--- src/rtl/fetch_queue_unit.sv ---
// Instruction fetcher with static JAL / predicted-branch next-PC logic and a
// circular fetch queue feeding the dispatcher over a valid/ready handshake.
module fetch_queue_unit #(
    parameter int              ADDR_W      = 32,
    parameter int              INST_W      = 32,
    parameter int              QUEUE_DEPTH = 8,
    parameter logic [ADDR_W-1:0] RESET_PC  = '0,
    parameter bit              PRED_EN     = 1'b1
) (
    input  logic              clk_in,
    input  logic              rst_in,
    input  logic              rdy_in,
    output logic              mem_req_out,
    output logic [ADDR_W-1:0] mem_addr_out,
    input  logic              mem_done_in,
    input  logic [INST_W-1:0] mem_inst_in,
    output logic [ADDR_W-1:0] pred_pc_out,
    input  logic              pred_taken_in,
    input  logic              flush_in,
    input  logic [ADDR_W-1:0] flush_pc_in,
    output logic              disp_valid_out,
    input  logic              disp_ready_in,
    output logic [INST_W-1:0] disp_inst_out,
    output logic [ADDR_W-1:0] disp_pc_out,
    output logic              disp_pred_out
);

    localparam int PTR_W = $clog2(QUEUE_DEPTH);
    localparam int CNT_W = PTR_W + 1;
    localparam logic [CNT_W-1:0] FULL = CNT_W'(QUEUE_DEPTH);

    localparam logic [1:0] ST_IDLE = 2'd0;
    localparam logic [1:0] ST_WAIT = 2'd1;
    localparam logic [1:0] ST_DROP = 2'd2;

    localparam logic [6:0] OP_JAL    = 7'b1101111;
    localparam logic [6:0] OP_BRANCH = 7'b1100011;

    logic [1:0]        state;
    logic [ADDR_W-1:0] pc;
    logic [ADDR_W-1:0] addr_q;
    logic [PTR_W-1:0]  head;
    logic [PTR_W-1:0]  tail;
    logic [CNT_W-1:0]  count;
    logic [CNT_W-1:0]  count_upd;

    logic [INST_W-1:0] inst_q [QUEUE_DEPTH];
    logic [ADDR_W-1:0] pc_q   [QUEUE_DEPTH];
    logic              pred_q [QUEUE_DEPTH];

    logic              pop;
    logic              push;
    logic [ADDR_W-1:0] next_pc;
    logic              next_pred;

    function automatic logic signed [ADDR_W-1:0] jal_off(input logic [INST_W-1:0] inst);
        return {{(ADDR_W-21){inst[31]}}, inst[31], inst[19:12], inst[20], inst[30:21], 1'b0};
    endfunction

    function automatic logic signed [ADDR_W-1:0] br_off(input logic [INST_W-1:0] inst);
        return {{(ADDR_W-13){inst[31]}}, inst[31], inst[7], inst[30:25], inst[11:8], 1'b0};
    endfunction

    always_comb begin
        next_pc   = pc + ADDR_W'(4);
        next_pred = 1'b0;
        if (mem_inst_in[6:0] == OP_JAL) begin
            next_pc   = pc + $unsigned(jal_off(mem_inst_in));
            next_pred = 1'b1;
        end else if (mem_inst_in[6:0] == OP_BRANCH && PRED_EN && pred_taken_in) begin
            next_pc   = pc + $unsigned(br_off(mem_inst_in));
            next_pred = 1'b1;
        end
    end

    assign disp_valid_out = (count != '0);
    assign pop       = rdy_in && disp_valid_out && disp_ready_in;
    // A completion that races a flush, or lands in DROP, is never stored.
    assign push      = rdy_in && mem_done_in && (state == ST_WAIT) && !flush_in;
    assign count_upd = count + CNT_W'(push) - CNT_W'(pop);

    always_ff @(posedge clk_in or negedge rst_in) begin
        if (!rst_in) begin
            state  <= ST_IDLE;
            pc     <= RESET_PC;
            addr_q <= RESET_PC;
            head   <= '0;
            tail   <= '0;
            count  <= '0;
        end else if (rdy_in) begin
            if (pop) head <= head + PTR_W'(1);
            if (flush_in) begin
                head  <= '0;
                tail  <= '0;
                count <= '0;
                pc    <= flush_pc_in & ~ADDR_W'(3);
                case (state)
                    ST_WAIT, ST_DROP: state <= mem_done_in ? ST_IDLE : ST_DROP;
                    default:          state <= ST_IDLE;
                endcase
            end else begin
                count <= count_upd;
                if (push) tail <= tail + PTR_W'(1);
                case (state)
                    ST_IDLE: begin
                        if (count < FULL) begin
                            state  <= ST_WAIT;
                            addr_q <= pc;
                        end
                    end
                    ST_WAIT: begin
                        if (mem_done_in) begin
                            pc <= next_pc;
                            if (count_upd < FULL) addr_q <= next_pc;
                            else                  state  <= ST_IDLE;
                        end
                    end
                    ST_DROP: if (mem_done_in) state <= ST_IDLE;
                    default: state <= ST_IDLE;
                endcase
            end
        end
    end

    always_ff @(posedge clk_in) begin
        if (push) begin
            inst_q[tail] <= mem_inst_in;
            pc_q[tail]   <= pc;
            pred_q[tail] <= next_pred;
        end
    end

    // Address register stays put through DROP even though pc already moved.
    assign mem_req_out   = (state == ST_WAIT) || (state == ST_DROP);
    assign mem_addr_out  = addr_q;
    assign pred_pc_out   = pc;
    assign disp_inst_out = disp_valid_out ? inst_q[head] : '0;
    assign disp_pc_out   = disp_valid_out ? pc_q[head]   : '0;
    assign disp_pred_out = disp_valid_out ? pred_q[head] : 1'b0;

endmodule

--- config.mk ---
export PLATFORM = sky130hd
export DESIGN_NAME = fetch_queue_unit
export DESIGN_NICKNAME = d
export VERILOG_FILES = /design/src/rtl/fetch_queue_unit.sv
export SDC_FILE = /design/constraint.sdc
export NUM_CORES = 1
export LEC_CHECK = 0
export BUFFER_PORTS_ARGS = -buffer_cell sky130_fd_sc_hd__buf_2
export CAP_MARGIN = 20
export CORE_MARGIN = 4
export CORE_UTILIZATION = 38
export DETAILED_ROUTE_END_ITERATION = 7
export GPL_ROUTABILITY_DRIVEN = 0
export HOLD_SLACK_MARGIN = 0.02
export SETUP_SLACK_MARGIN = 0.05
export SLEW_MARGIN = 20
export SYNTH_ARGS = -nofsm -noshare
export SYNTH_HDL_FRONTEND = slang
export SYNTH_SLANG_ARGS = --single-unit
--- constraint.sdc ---
create_clock -name clk_in -period 12.91 [get_ports clk_in]
set_input_delay 0.6455 -clock clk_in [delete_from_list [all_inputs] [get_ports clk_in]]
set_output_delay 0.6455 -clock clk_in [all_outputs]
set_load 0.02 [all_outputs]
### Word-level counts from Yosys, hierarchy flattened

Memories as Yosys holds them, arrays and structs flattened.
Cells that the tools add are included.

| operators by class | value |
|---|---|
| add/sub/neg operators | 7 |
| $lt $le $gt $ge | 2 |
| equality and inequality tests | 11 |
| mux-type cells | 29 |
| bitwise logic cells | 1 |
| reduce and logical (&&, ||, !) cells | 21 |

Operator list:

| operator | count |
|---|---|
| 32-bit two-way mux | 10 |
| 32-bit adder | 2 |
| 32-bit one-hot mux with 2 select lines | 1 |
| 32-bit by 3-bit adder with 32-bit output (second input constant) | 1 |
| 7-bit equality test (second input constant) | 2 |
| 2-bit two-way mux | 7 |
| 3-bit two-way mux | 4 |
| 3-bit != test (second input constant) | 4 |
| 2-bit nonzero test | 5 |
| 4-bit less-than comparator (second input constant) | 2 |
| 3-bit by 1-bit adder with 3-bit output (second input constant) | 2 |
| 1-bit logical AND | 6 |
| 2-bit one-hot mux with 3 select lines | 1 |
| 6-bit AND reduction | 1 |
| 1-bit two-way mux | 5 |
| 5-bit AND reduction | 1 |
| 4-bit by 1-bit adder with 4-bit output | 1 |
| 4-bit two-way mux | 1 |
| 2-bit != test (second input constant) | 2 |
| 2-bit AND reduction | 2 |
| 4-bit nonzero test | 1 |
| 4-bit by 1-bit subtractor with 4-bit output | 1 |
| 3-bit AND reduction | 1 |
| 2-bit by 1-bit equality test with 1-bit output (second input constant) | 1 |
| other kinds (7) | 7 |

| word-level totals | value |
|---|---|
| register bits after elaboration | 76 |
| RAM bits | 520 |
| input port bits | 71 |
| output and inout bits | 131 |
| memories | 3 |

Memories:

| memory | words | bits a word | read ports | clocked after Yosys merged registers in | wr ports | line | RTL |
|---|---|---|---|---|---|---|---|
| inst_q | 8 | 32 | 1 | 0 | 1 | 47 | `logic [INST_W-1:0] inst_q [QUEUE_DEPTH];` |
| pc_q | 8 | 32 | 1 | 0 | 1 | 48 | `logic [ADDR_W-1:0] pc_q [QUEUE_DEPTH];` |
| pred_q | 8 | 1 | 1 | 0 | 1 | 49 | `logic pred_q [QUEUE_DEPTH];` |

### Longest topological paths before layout

Gate-level depths: netlist of the first run.

| depth | value |
|---|---|
| depth in word-level cells | 10 |
| mapped depth | 17 |
| depth with buffers taken out | 16 |

### Worst setup path before layout of the first run

Ideal clock, no wire load.

| timing | value |
|---|---|
| path type | in2reg |
| start point | input flush_in |
| end point | memory inst_q[0][0] (enable) |
| setup time | 644 ps |
| arrival | 7,554 ps |
| slack | 4,712 ps |
| cell stages on the path | 7 |
| path buffers | 2 |
| cells stage by stage | clkbuf_1 > inv_1 > nand2_1 > nor2_1 > inv_1 > clkbuf_1 > nor4_1 |

| on the way | value |
|---|---|
| word-level cells in the longest chain between the ends | 4 |

Ends and longest elaborated chain:

| what | line | RTL |
|---|---|---|
| start, declared | 19 | `input logic flush_in,` |
| 1-bit logical NOT | 79 | `assign push = rdy_in && mem_done_in && (state == ST_WAIT) && !flush_in;` |
| 1-bit logical AND | 79 |  |
| 1-bit two-way mux | 126 | `if (push) begin` |
| 1-bit two-way mux (implied by the code) | 127 | `inst_q[tail] <= mem_inst_in;` |
| end, declared | 47 |  |

Every way passes these cells.

### Worst setup path in the final report of the first run

| timing | value |
|---|---|
| start point | register head[1] |
| end point | output disp_pc_out[14] |

| on the way | value |
|---|---|
| word-level cells in the longest chain between the ends | 2 |

Ends and longest elaborated chain:

| what | line | RTL |
|---|---|---|
| start, declared | 42 | `logic [PTR_W-1:0] head;` |
| start signal, assigned | 91 | `if (pop) head <= head + PTR_W'(1);` |
| memory 8 x 32 bit | - |  |
| 32-bit two-way mux | 138 | `assign disp_pc_out = disp_valid_out ? pc_q[head] : '0;` |
| end, declared | 24 | `output logic [ADDR_W-1:0] disp_pc_out,` |

Every way passes these cells.

==> impl_metrics.py, run 1 <==
metrics = {
    "worst_setup_path": {
        "cp-start-kind": "register",
        "ff2ff_path_depth": 16,
        "cp_max_fo": 69,
        "worstSetupPathType": "reg -> out",
        "r2r_start": "count[2]",
        "critPathCaptureType": "output port",
        "reg2reg_setup_slack_ns": 8.56,
        "reg2reg_to": "mem_addr_out[31]",
        "cp.required_ns": 12.26,
        "cp_data_arrival_time_ns": 3.93,
    },
    "sta": {
        "layout_min_cycle_time_ns": 4.57,
        "setup_tns_ns": 0,
        "hold_viol_final": 0,
        "finalClockSkew_ns": 0.0312,
        "worst_slack_ns": 8.34,
        "setup_viol": 0,
        "whs_ns": 0.0652,
        "rsz0062_at_grt": "no",
        "finalCritPeriodShare": 0.354,
        "worstMarginPinSlew_ns": 1.15,
        "fmax_mhz": 219,
        "relSlewSlack": 0.233,
        "slew_violations": 0,
    },
    "power": {
        "ir_drop_uv": 141,
        "p_leak_nw": 10.6,
        "power-per-cell-area_mw_per_mm2": 201,
        "power.total_mw": 6.20,
    },
    "yosys": {
        "syn_avg_cell_area_sq_um": 15.0,
        "ys_seq_area_frac": 0.641,
        "syn-instance-count": 1789,
        "ys.flop_type": "edfxtp_1",
        "netlist_area_sq_mm": 0.0269,
        "ys_seq_elements": 586,
        "async_flop_share": 0.126,
        "ys_warn_count": 0,
        "synth_edf_count": 512,
        "synth_cell_type_count": 78,
    },
    "layout": {
        "drive_above_1_share": 0.234,
        "diodes": 0,
        "fillCellCount": 6280,
        "syn_to_final_growth_pct": 14.6,
        "nNetsFinal": 2108,
    },
    "status": {
        "status": "finished clean",
    },
    "cts": {
        "cts_tree": "yes",
        "max-clock-path-buffers": 3,
        "htree_levels": 2,
        "cts_buffers": 59,
        "cts.sinks": 586,
        "cts_root_buf": "clkbuf_16",
        "cts_setup_buffers": 0,
        "cts.clk_slew.worst_paths_ns": 0.07,
        "clkLatencyLatePin_ns": 0.62,
        "cts_resized": 0,
        "holdBufCountCts": 0,
    },
    "route": {
        "antenna_left": 0,
        "routed_via_density": 5.65,
        "met3WireLength_microns": 4830,
        "highest_layer": "met4",
        "route.met2.wl_microns": 34500,
        "drt_pass1_iterations": 6,
        "wirelength_microns": 72900,
        "wl_per_cell_microns": 24.6,
        "met1Wirelength_microns": 31700,
        "drt_iter0_markers": 1980,
        "vias": 16796,
        "drcViolationCount": 0,
    },
    "grt": {
        "gr-total-overflow": 0,
        "grt_max_degree": 75,
        "grt_first_pass_wirelength_microns": 109000,
        "antenna_found_initial": 0,
        "grt_pass1_vias": 16779,
        "grt_usage": 0.192,
    },
    "die": {
        "dieHeight_microns": 274,
        "ioPinCount": 202,
        "die_area_sq_mm": 0.0750,
        "die_w_microns": 274,
        "coreArea_sq_mm": 0.0700,
        "start_util": 0.384,
        "rows": 97,
    },
    "worst_hold_path": {
        "hold_path_class": "in -> async",
    },
    "place": {
        "post-place-ws_ns": 7.89,
        "hpwlAfterDp_microns": 45400,
        "port_buffers": 196,
    },
    "flow_run": {
        "cap_violations": 0,
    },
}
## placed cells by master (no fill, tap or decap), types with 6 or more instances in the layout
cell and n:
buf_2 195, o22ai_1 22, and3_1 17, nor3_1 13
dfrtp_1 71, clkbuf_1 16, nor2_1 126, nand3b_1 14
nand2_1 91, mux2i_1 77, buf_4 31, nand3_1 34
o21ai_1 6, o21a_1 6, nor2b_1 8, o211ai_1 10
a22o_1 11, a31oi_1 9, xor2_1 28, a21oi_1 108
clkbuf_16 60, a211oi_1 13, clkinv_2 11, inv_1 41
ha_1 54, mux4_2 128, xnor2_1 28, nor3b_1 16
edfxtp_1 512, o21ai_0 81, nand4_1 15, nand2b_1 7
a221o_1 8, and2_1 8, o221ai_1 8, a21o_1 19
a22oi_1 7, clkinv_1 10, a32oi_1 9
## where the power goes
group	switching (mW)	internal (mW)
sequential	0.236	2.22
clock	0.718	0.921
combinational	1.28	0.830
## metal layers
layer  vias to the layer above  track usage
met5                         -            0
met3                       105       0.0334
met1                      8612        0.273
met4                         0       0.0507
li1                       7456            -
met2                       623        0.309
## logic make-up (layout without fill, tap and decap cells)
logic type / after synthesis / in the layout / synth area share
flops: 586 / 586 / 0.641
simple gates: 378 / 378 / 0.0680
compound gates: 364 / 364 / 0.0874
mux: 206 / 206 / 0.136
buf+inv: 141 / 381 / 0.0213
fa+ha+maj: 57 / 57 / 0.0274
xor+xnor: 56 / 56 / 0.0183
other cells: 1 / 3 / 0.000140
## how the worst max path moves through the flow
stage / start / end / slack [ns] / depth (start not counted)
6_report: head[1] / disp_pc_out[14] / 8.34 / 6
5_1_grt: flush_in / mem_addr_out[31] / 8.11 / 17
4_1_cts: head[1] / disp_inst_out[11] / 8.23 / 6
3_5_place_dp: flush_in / mem_addr_out[31] / 7.89 / 17
3_3_place_gp: flush_in / mem_addr_out[31] / 7.91 / 17
2_1_floorplan: flush_in / inst_q[0][0] / 4.71 / 7
## layout make-up
cell class	count	area, sq um	area share
clock buffer	80	1620	0.0525
clock inverter	32	238	0.00772
inverter	42	158	0.00512
multi-input combinational	1064	9140	0.297
sequential	586	17200	0.560
tap	940	1180	0.0382
timing repair buffer	227	1220	0.0396
## cells in the mapped netlist, types with 7 or more instances
master / instances / area [sq um]
edfxtp_1: 512 / 15400
nand2b_1: 7 / 43.8
nor3b_1: 16 / 120
a221o_1: 8 / 80.1
mux4_2: 128 / 2880
nand3_1: 34 / 170
o211ai_1: 10 / 75.1
ha_1: 54 / 676
nor2_1: 129 / 484
a22o_1: 11 / 96.3
buf_1: 22 / 82.6
a21oi_1: 108 / 541
a211oi_1: 13 / 97.6
a22oi_1: 7 / 52.6
clkbuf_1: 64 / 240
o22ai_1: 22 / 138
nor3_1: 18 / 90.1
nand3b_1: 14 / 105
a31oi_1: 9 / 56.3
and3_1: 18 / 113
nor2b_1: 8 / 50.1
o21ai_0: 81 / 405
xor2_1: 28 / 245
a21o_1: 19 / 143
nand2_1: 91 / 342
o221ai_1: 8 / 70.1
mux2i_1: 77 / 771
dfrtp_1: 74 / 1850
nand4_1: 15 / 93.8
xnor2_1: 28 / 245
a32oi_1: 9 / 78.8
inv_1: 41 / 154
and2_1: 8 / 50.1
## state kept, by name, summed over array words and instances, names as in the netlist
name and cells:
inst_q 256, pc_q 248, mem_addr_out 31, pred_pc_out 31
pred_q 8, count 4, head 3, tail 3
state 2
## worst max-delay path: stages, from the launching register on
cell	delay [ns]
dfrtp_4	0.68
buf_4	0.58
buf_4	0.90
mux4_2	0.41
mux2i_1	0.40
nor2_1	0.07
buf_2	0.18
## per-stage QoR
stage	instance area [sq um]	instances	util
after global routing	30800	2971	0.440
final	30800	2971	0.440
after global placement	28900	2859	0.413
after floorplan	26900	1791	-
after CTS	30800	2971	0.440
after detailed placement	28900	2859	0.413
Note: power is estimated with default switching activity, not from simulation.
==> run 2, diff against run 1 <==
==> constraint.sdc (replaced) <==
create_clock -name clk_in -period 4.1 [get_ports clk_in]
set_input_delay 0.205 -clock clk_in [delete_from_list [all_inputs] [get_ports clk_in]]
set_output_delay 0.205 -clock clk_in [all_outputs]
set_load 0.02 [all_outputs]
==> impl_metrics.py, run 2 (synthesis gave the netlist of run 1 again) <==
metrics = {
    "status": {
        "status": "finished clean",
    },
    "sta": {
        "finalClockSkew_ns": 0.0261,
        "rsz0062_at_grt": "no",
        "finalCritPeriodShare": 0.895,
        "fmax_mhz": 273,
        "hold_viol_final": 0,
        "setup_viol": 0,
        "layout_min_cycle_time_ns": 3.67,
        "relSlewSlack": 0.313,
        "worst_slack_ns": 0.431,
        "worstMarginPinSlew_ns": 1.03,
        "setup_tns_ns": 0,
        "slew_violations": 0,
    },
    "route": {
        "routed_via_density": 5.65,
        "drt_pass1_iterations": 5,
        "antenna_left": 0,
        "vias": 17292,
        "wirelength_microns": 74000,
        "wl_per_cell_microns": 24.2,
        "drcViolationCount": 0,
        "drt_iter0_markers": 1552,
    },
    "cts": {
        "cts_tree": "yes",
        "cts_setup_buffers": 0,
        "cts.clk_slew.worst_paths_ns": 0.07,
        "htree_levels": 2,
        "cts_root_buf": "clkbuf_16",
        "cts_buffers": 60,
        "cts.sinks": 586,
        "max-clock-path-buffers": 3,
        "clkLatencyLatePin_ns": 0.61,
    },
    "worst_setup_path": {
        "cpMaxStageDelayCell": "nand2_1",
        "cp_common_cell": "a21oi_1",
        "slowest_delay_ns": 0.44,
        "cp_num_cells": 16,
        "worstSetupPathType": "reg -> reg",
        "cp.required_ns": 4.57,
        "critPathBufInv": 3,
        "cp_max_fo": 15,
        "critPathCaptureType": "register",
        "cp_cell_sequence": "inv_1, ha_1, and3_2, inv_1, and3_1, ha_1, inv_1, ha_1, a21o_1, a21oi_1, xnor2_1, nand2_1, a21oi_1, nand2_1, a21oi_1, a21oi_1",
        "crit_family": "compound AO/OA/AOI/OAI gates",
        "cp_data_arrival_time_ns": 4.14,
        "ff2ff_path_depth": 16,
        "cp-start-kind": "register",
    },
    "layout": {
        "mostFrequentLayoutCells": "512 x edfxtp_1, 195 x buf_2, 128 x mux4_2",
        "final_cells": 3063,
        "nNetsFinal": 2204,
        "layout_commonest_cell": "edfxtp_1",
        "diodes": 0,
        "largest-register": "inst_q",
        "largest_reg_flops": 256,
        "syn_to_final_growth_pct": 18.1,
        "drive_above_1_share": 0.235,
        "fillCellCount": 6205,
        "fin_area_sq_mm": 0.0317,
        "reg_top3": "inst_q: 256 flops, pc_q: 248 flops",
    },
    "power": {
        "switchingPower_mw": 7.05,
        "power.total_mw": 19.8,
        "cell_internal_pwr_mw": 12.7,
        "power_frac_clock": 0.261,
        "p_leak_nw": 11.0,
        "ir_drop_uv": 413,
        "switching_share": 0.357,
        "pwr-share-comb": 0.355,
        "power-per-cell-area_mw_per_mm2": 623,
        "seqPwrFrac": 0.384,
    },
    "place": {
        "post-place-ws_ns": 0.487,
        "hpwlAfterDp_microns": 47200,
        "dpl_cell_area_sq_mm": 0.0292,
        "port_buffers": 196,
        "place_inst": 2889,
    },
    "worst_hold_path": {
        "whs_path_depth": 4,
        "hold_path_class": "in -> reg",
    },
    "die": {
        "dieHeight_microns": 274,
        "start_util": 0.384,
        "rows": 97,
        "die_w_microns": 274,
        "coreArea_sq_mm": 0.0700,
        "die_area_sq_mm": 0.0750,
        "ioPinCount": 202,
    },
    "grt": {
        "antenna_found_initial": 0,
        "grt_usage": 0.196,
        "gr-total-overflow": 0,
        "grt_first_pass_wirelength_microns": 112000,
        "grt_max_degree": 75,
        "grt_pass1_vias": 17551,
    },
    "flow_run": {
        "cap_violations": 0,
    },
}
==> run 2: final timing paths <==
kind	startpoint	end	slack, ns
setup / recovery	count[2]	mem_addr_out[31]	0.43
hold / removal	flush_pc_in[29]	pred_pc_out[29]	0.05
setup reg to reg	count[2]	mem_addr_out[31]	0.43
hold reg to reg	mem_addr_out[13]	mem_addr_out[13]	0.48
max in group asynchronous	rst_in	head[2]	3.08
min in group asynchronous	rst_in	mem_addr_out[29]	0.29
==> run 2: layer usage <==
| metal | part of all wire | up-vias | wire [microns] | global-route usage |
|---|---|---|---|---|
| li1 | - | 7640 | - | - |
| met1 | 0.44 | 8955 | 32900 | 0.277 |
| met2 | 0.48 | 625 | 35400 | 0.322 |
| met3 | 0.059 | 72 | 4340 | 0.0310 |
| met4 | 0.019 | 0 | 1440 | 0.0435 |
| met5 | 0 | - | 0 | 0 |
==> run 2: cell type report <==
cell class | count | area (sq um) | share of cell area
inverters | 42 | 158 | 0.00497
clock inverters | 31 | 259 | 0.00816
clock buffers | 78 | 1590 | 0.0501
flip-flops and latches | 586 | 17200 | 0.543
repair buffers | 322 | 2140 | 0.0675
multi-input cells | 1064 | 9180 | 0.289
well taps | 940 | 1180 | 0.0371
==> run 2: timing repair <==
item / CTS / global route
hold buffers: 65 / 0
hold endpoints to repair: 353 / 0
resized for setup: 0 / 0
==> run 2: worst register-to-register path, cell delays in order, from the launching register on <==
cell and delay, ns:
dfrtp_1 0.36, inv_1 0.10, ha_1 0.15, and3_2 0.21, inv_1 0.06, and3_1 0.25
ha_1 0.31, inv_1 0.04, ha_1 0.19, a21o_1 0.19, a21oi_1 0.17, xnor2_1 0.19
nand2_1 0.12, a21oi_1 0.38, nand2_1 0.44, a21oi_1 0.27, a21oi_1 0.10
==> run 2: power by group through the flow <==
stage          Sequential [mW]  Combinational, mW  Clock, mW
2_1_floorplan             7.68               4.56          0
3_3_place_gp              7.70               6.93          0
3_5_place_dp              7.71               7.00          0
4_1_cts                   7.59               7.08       5.29
5_1_grt                   7.65               7.60       5.55
6_report                  7.59               7.01       5.16
==> run 2: metrics by stage <==
stage,utilization,hold WS (ns)
after floorplan,-,-0.0906
after global placement,0.418,0.410
after detailed placement,0.418,0.424
after CTS,0.453,0.0282
after global routing,0.453,0.0668
final,0.453,0.0538
==> run 3, diff against run 2 <==
==> constraint.sdc (replaced) <==
create_clock -name clk_in -period 4 [get_ports clk_in]
set_input_delay 0.2 -clock clk_in [delete_from_list [all_inputs] [get_ports clk_in]]
set_output_delay 0.2 -clock clk_in [all_outputs]
set_load 0.02 [all_outputs]
==> impl_metrics.py, run 3 (synthesis gave the netlist of run 1 again) <==
metrics = {
    "status": {
        "status": "finished clean",
    },
    "cts": {
        "max-clock-path-buffers": 3,
        "clkLatencyLatePin_ns": 0.60,
        "holdBufCountCts": 64,
        "cts_resized": 0,
        "cts.clk_slew.worst_paths_ns": 0.06,
        "cts_tree": "yes",
        "cts_root_buf": "clkbuf_16",
        "htree_levels": 3,
        "cts_buffers": 66,
        "cts_setup_buffers": 0,
        "cts.sinks": 586,
    },
    "layout": {
        "largest_reg_flops": 256,
        "fillCellCount": 6157,
        "regArea_sq_mm": 0.0172,
        "largest-register": "inst_q",
        "layout_commonest_cell": "edfxtp_1",
        "nNetsFinal": 2216,
        "multiInputGateArea_sq_mm": 0.00918,
        "drive_above_1_share": 0.242,
        "syn_to_final_growth_pct": 18.7,
        "reg_top3": "inst_q: 256 flops, pc_q: 248 flops",
        "mostFrequentLayoutCells": "512 x edfxtp_1, 195 x buf_2, 128 x mux4_2",
        "diodes": 0,
    },
    "place": {
        "post-place-ws_ns": 0.469,
        "port_buffers": 196,
        "hpwlAfterDp_microns": 47000,
    },
    "grt": {
        "antenna_found_initial": 0,
        "gr-total-overflow": 0,
        "grt_pass1_vias": 17623,
        "grt_first_pass_wirelength_microns": 113000,
        "grt_max_degree": 75,
        "grt_usage": 0.199,
    },
    "die": {
        "die_w_microns": 274,
        "rows": 97,
        "die_area_sq_mm": 0.0750,
        "dieHeight_microns": 274,
        "coreArea_sq_mm": 0.0700,
        "ioPinCount": 202,
        "start_util": 0.384,
    },
    "power": {
        "cell_internal_pwr_mw": 13.2,
        "p_leak_nw": 11.1,
        "ir_drop_uv": 377,
        "switching_share": 0.357,
        "seqPwrFrac": 0.377,
        "switchingPower_mw": 7.34,
        "power_frac_clock": 0.270,
        "pwr-share-comb": 0.353,
        "power-per-cell-area_mw_per_mm2": 644,
    },
    "route": {
        "wl_per_cell_microns": 24.2,
        "drt_pass1_iterations": 5,
        "vias": 17414,
        "highest_layer": "met4",
        "route.met2.wl_microns": 34400,
        "met1Wirelength_microns": 33000,
        "drt_iter0_markers": 1900,
        "drcViolationCount": 0,
        "routed_via_density": 5.67,
        "met3WireLength_microns": 4830,
        "antenna_left": 0,
        "wirelength_microns": 74400,
    },
    "sta": {
        "finalCritPeriodShare": 0.886,
        "hold_viol_final": 0,
        "layout_min_cycle_time_ns": 3.54,
        "finalClockSkew_ns": 0.0247,
        "rsz0062_at_grt": "no",
        "worstMarginPinSlew_ns": 0.892,
        "fmax_mhz": 282,
        "worst_slack_ns": 0.455,
        "setup_viol": 0,
        "slew_violations": 0,
        "whs_ns": 0.0598,
        "relSlewSlack": 0.405,
    },
    "worst_setup_path": {
        "slowest_delay_ns": 0.54,
        "critPathCaptureType": "register",
        "cp-start-kind": "register",
        "cp_max_fo": 26,
        "worstSetupPathType": "reg -> reg",
        "cp_data_arrival_time_ns": 4.03,
        "cp_cell_sequence": "inv_1, ha_1, and3_2, inv_1, and3_1, ha_1, inv_1, ha_1, a21o_1, a21oi_1, xnor2_1, nand2_1, a21o_1, buf_4, a211oi_1, a21o_1",
        "critPathBufInv": 4,
        "cp.required_ns": 4.48,
        "crit_family": "compound AO/OA/AOI/OAI gates",
        "cpMaxStageDelayCell": "a21o_1",
    },
    "flow_run": {
        "cap_violations": 0,
    },
    "worst_hold_path": {
        "hold_path_class": "in -> reg",
    },
}
==> run 3: cell types whose count changed in the layout (fill, tap and decap cells not counted), sizes merged <==
cell and delta:
clkbuf +5, dlygate4sd3 -1, clkinv -4, clkinvlp +2, inv +3, buf +7, bufinv -3
==> run 3: area by class of cell <==
class | count | share of cell area
clock buffer | 83 | 0.0551
clock inverter | 29 | 0.00596
inverter | 42 | 0.00494
multi-input combinational | 1064 | 0.288
sequential | 586 | 0.540
tap | 940 | 0.0369
timing repair buffer | 328 | 0.0691
==> run 3: power groups by stage <==
stage | clock network, mW | logic (mW) | registers [mW]
after floorplan | 0 | 4.68 | 7.87
after global placement | 0 | 7.15 | 7.87
after detailed placement | 0 | 7.23 | 7.88
after CTS | 5.67 | 7.31 | 7.76
after global routing | 5.94 | 7.87 | 7.81
final | 5.55 | 7.25 | 7.75
==> run 3: metrics by stage <==
stage	util	power (mW)	TNS, ns	cell area, sq um	cells
2_1_floorplan	-	12.6	-154.42	26900	1791
3_3_place_gp	0.418	15.0	0	29300	2895
3_5_place_dp	0.418	15.1	0	29300	2895
4_1_cts	0.455	20.7	0	31900	3071
5_1_grt	0.456	21.6	0	31900	3072
6_report	0.456	20.5	0	31900	3072
==> run 3: path summary, 6_finish.rpt <==
path	to	start	cells past startpoint	slack [ns]
max	mem_addr_out[13]	count[2]	16	0.46
min	count[2]	rdy_in	3	0.06
max reg2reg	mem_addr_out[13]	count[2]	16	0.46
min reg2reg	mem_addr_out[10]	mem_addr_out[10]	2	0.49
max in group asynchronous	head[0]	rst_in	3	3.28
min in group asynchronous	mem_addr_out[25]	rst_in	2	0.09
==> run 3: worst reg2reg max path: cells and delay by family (launching register included) <==
| kind | cells | cell delay (ns) |
|---|---|---|
| flops | 1 | 0.32 |
| simple gates | 3 | 0.62 |
| xor+xnor | 1 | 0.12 |
| buf+inv | 4 | 0.59 |
| compound gates | 5 | 1.14 |
| fa+ha+maj | 3 | 0.66 |
==> run 3: layer usage <==
metal,vias up,track usage
li1,7660,-
met1,9004,0.288
met2,644,0.309
met3,106,0.0319
met4,0,0.0665
met5,-,0
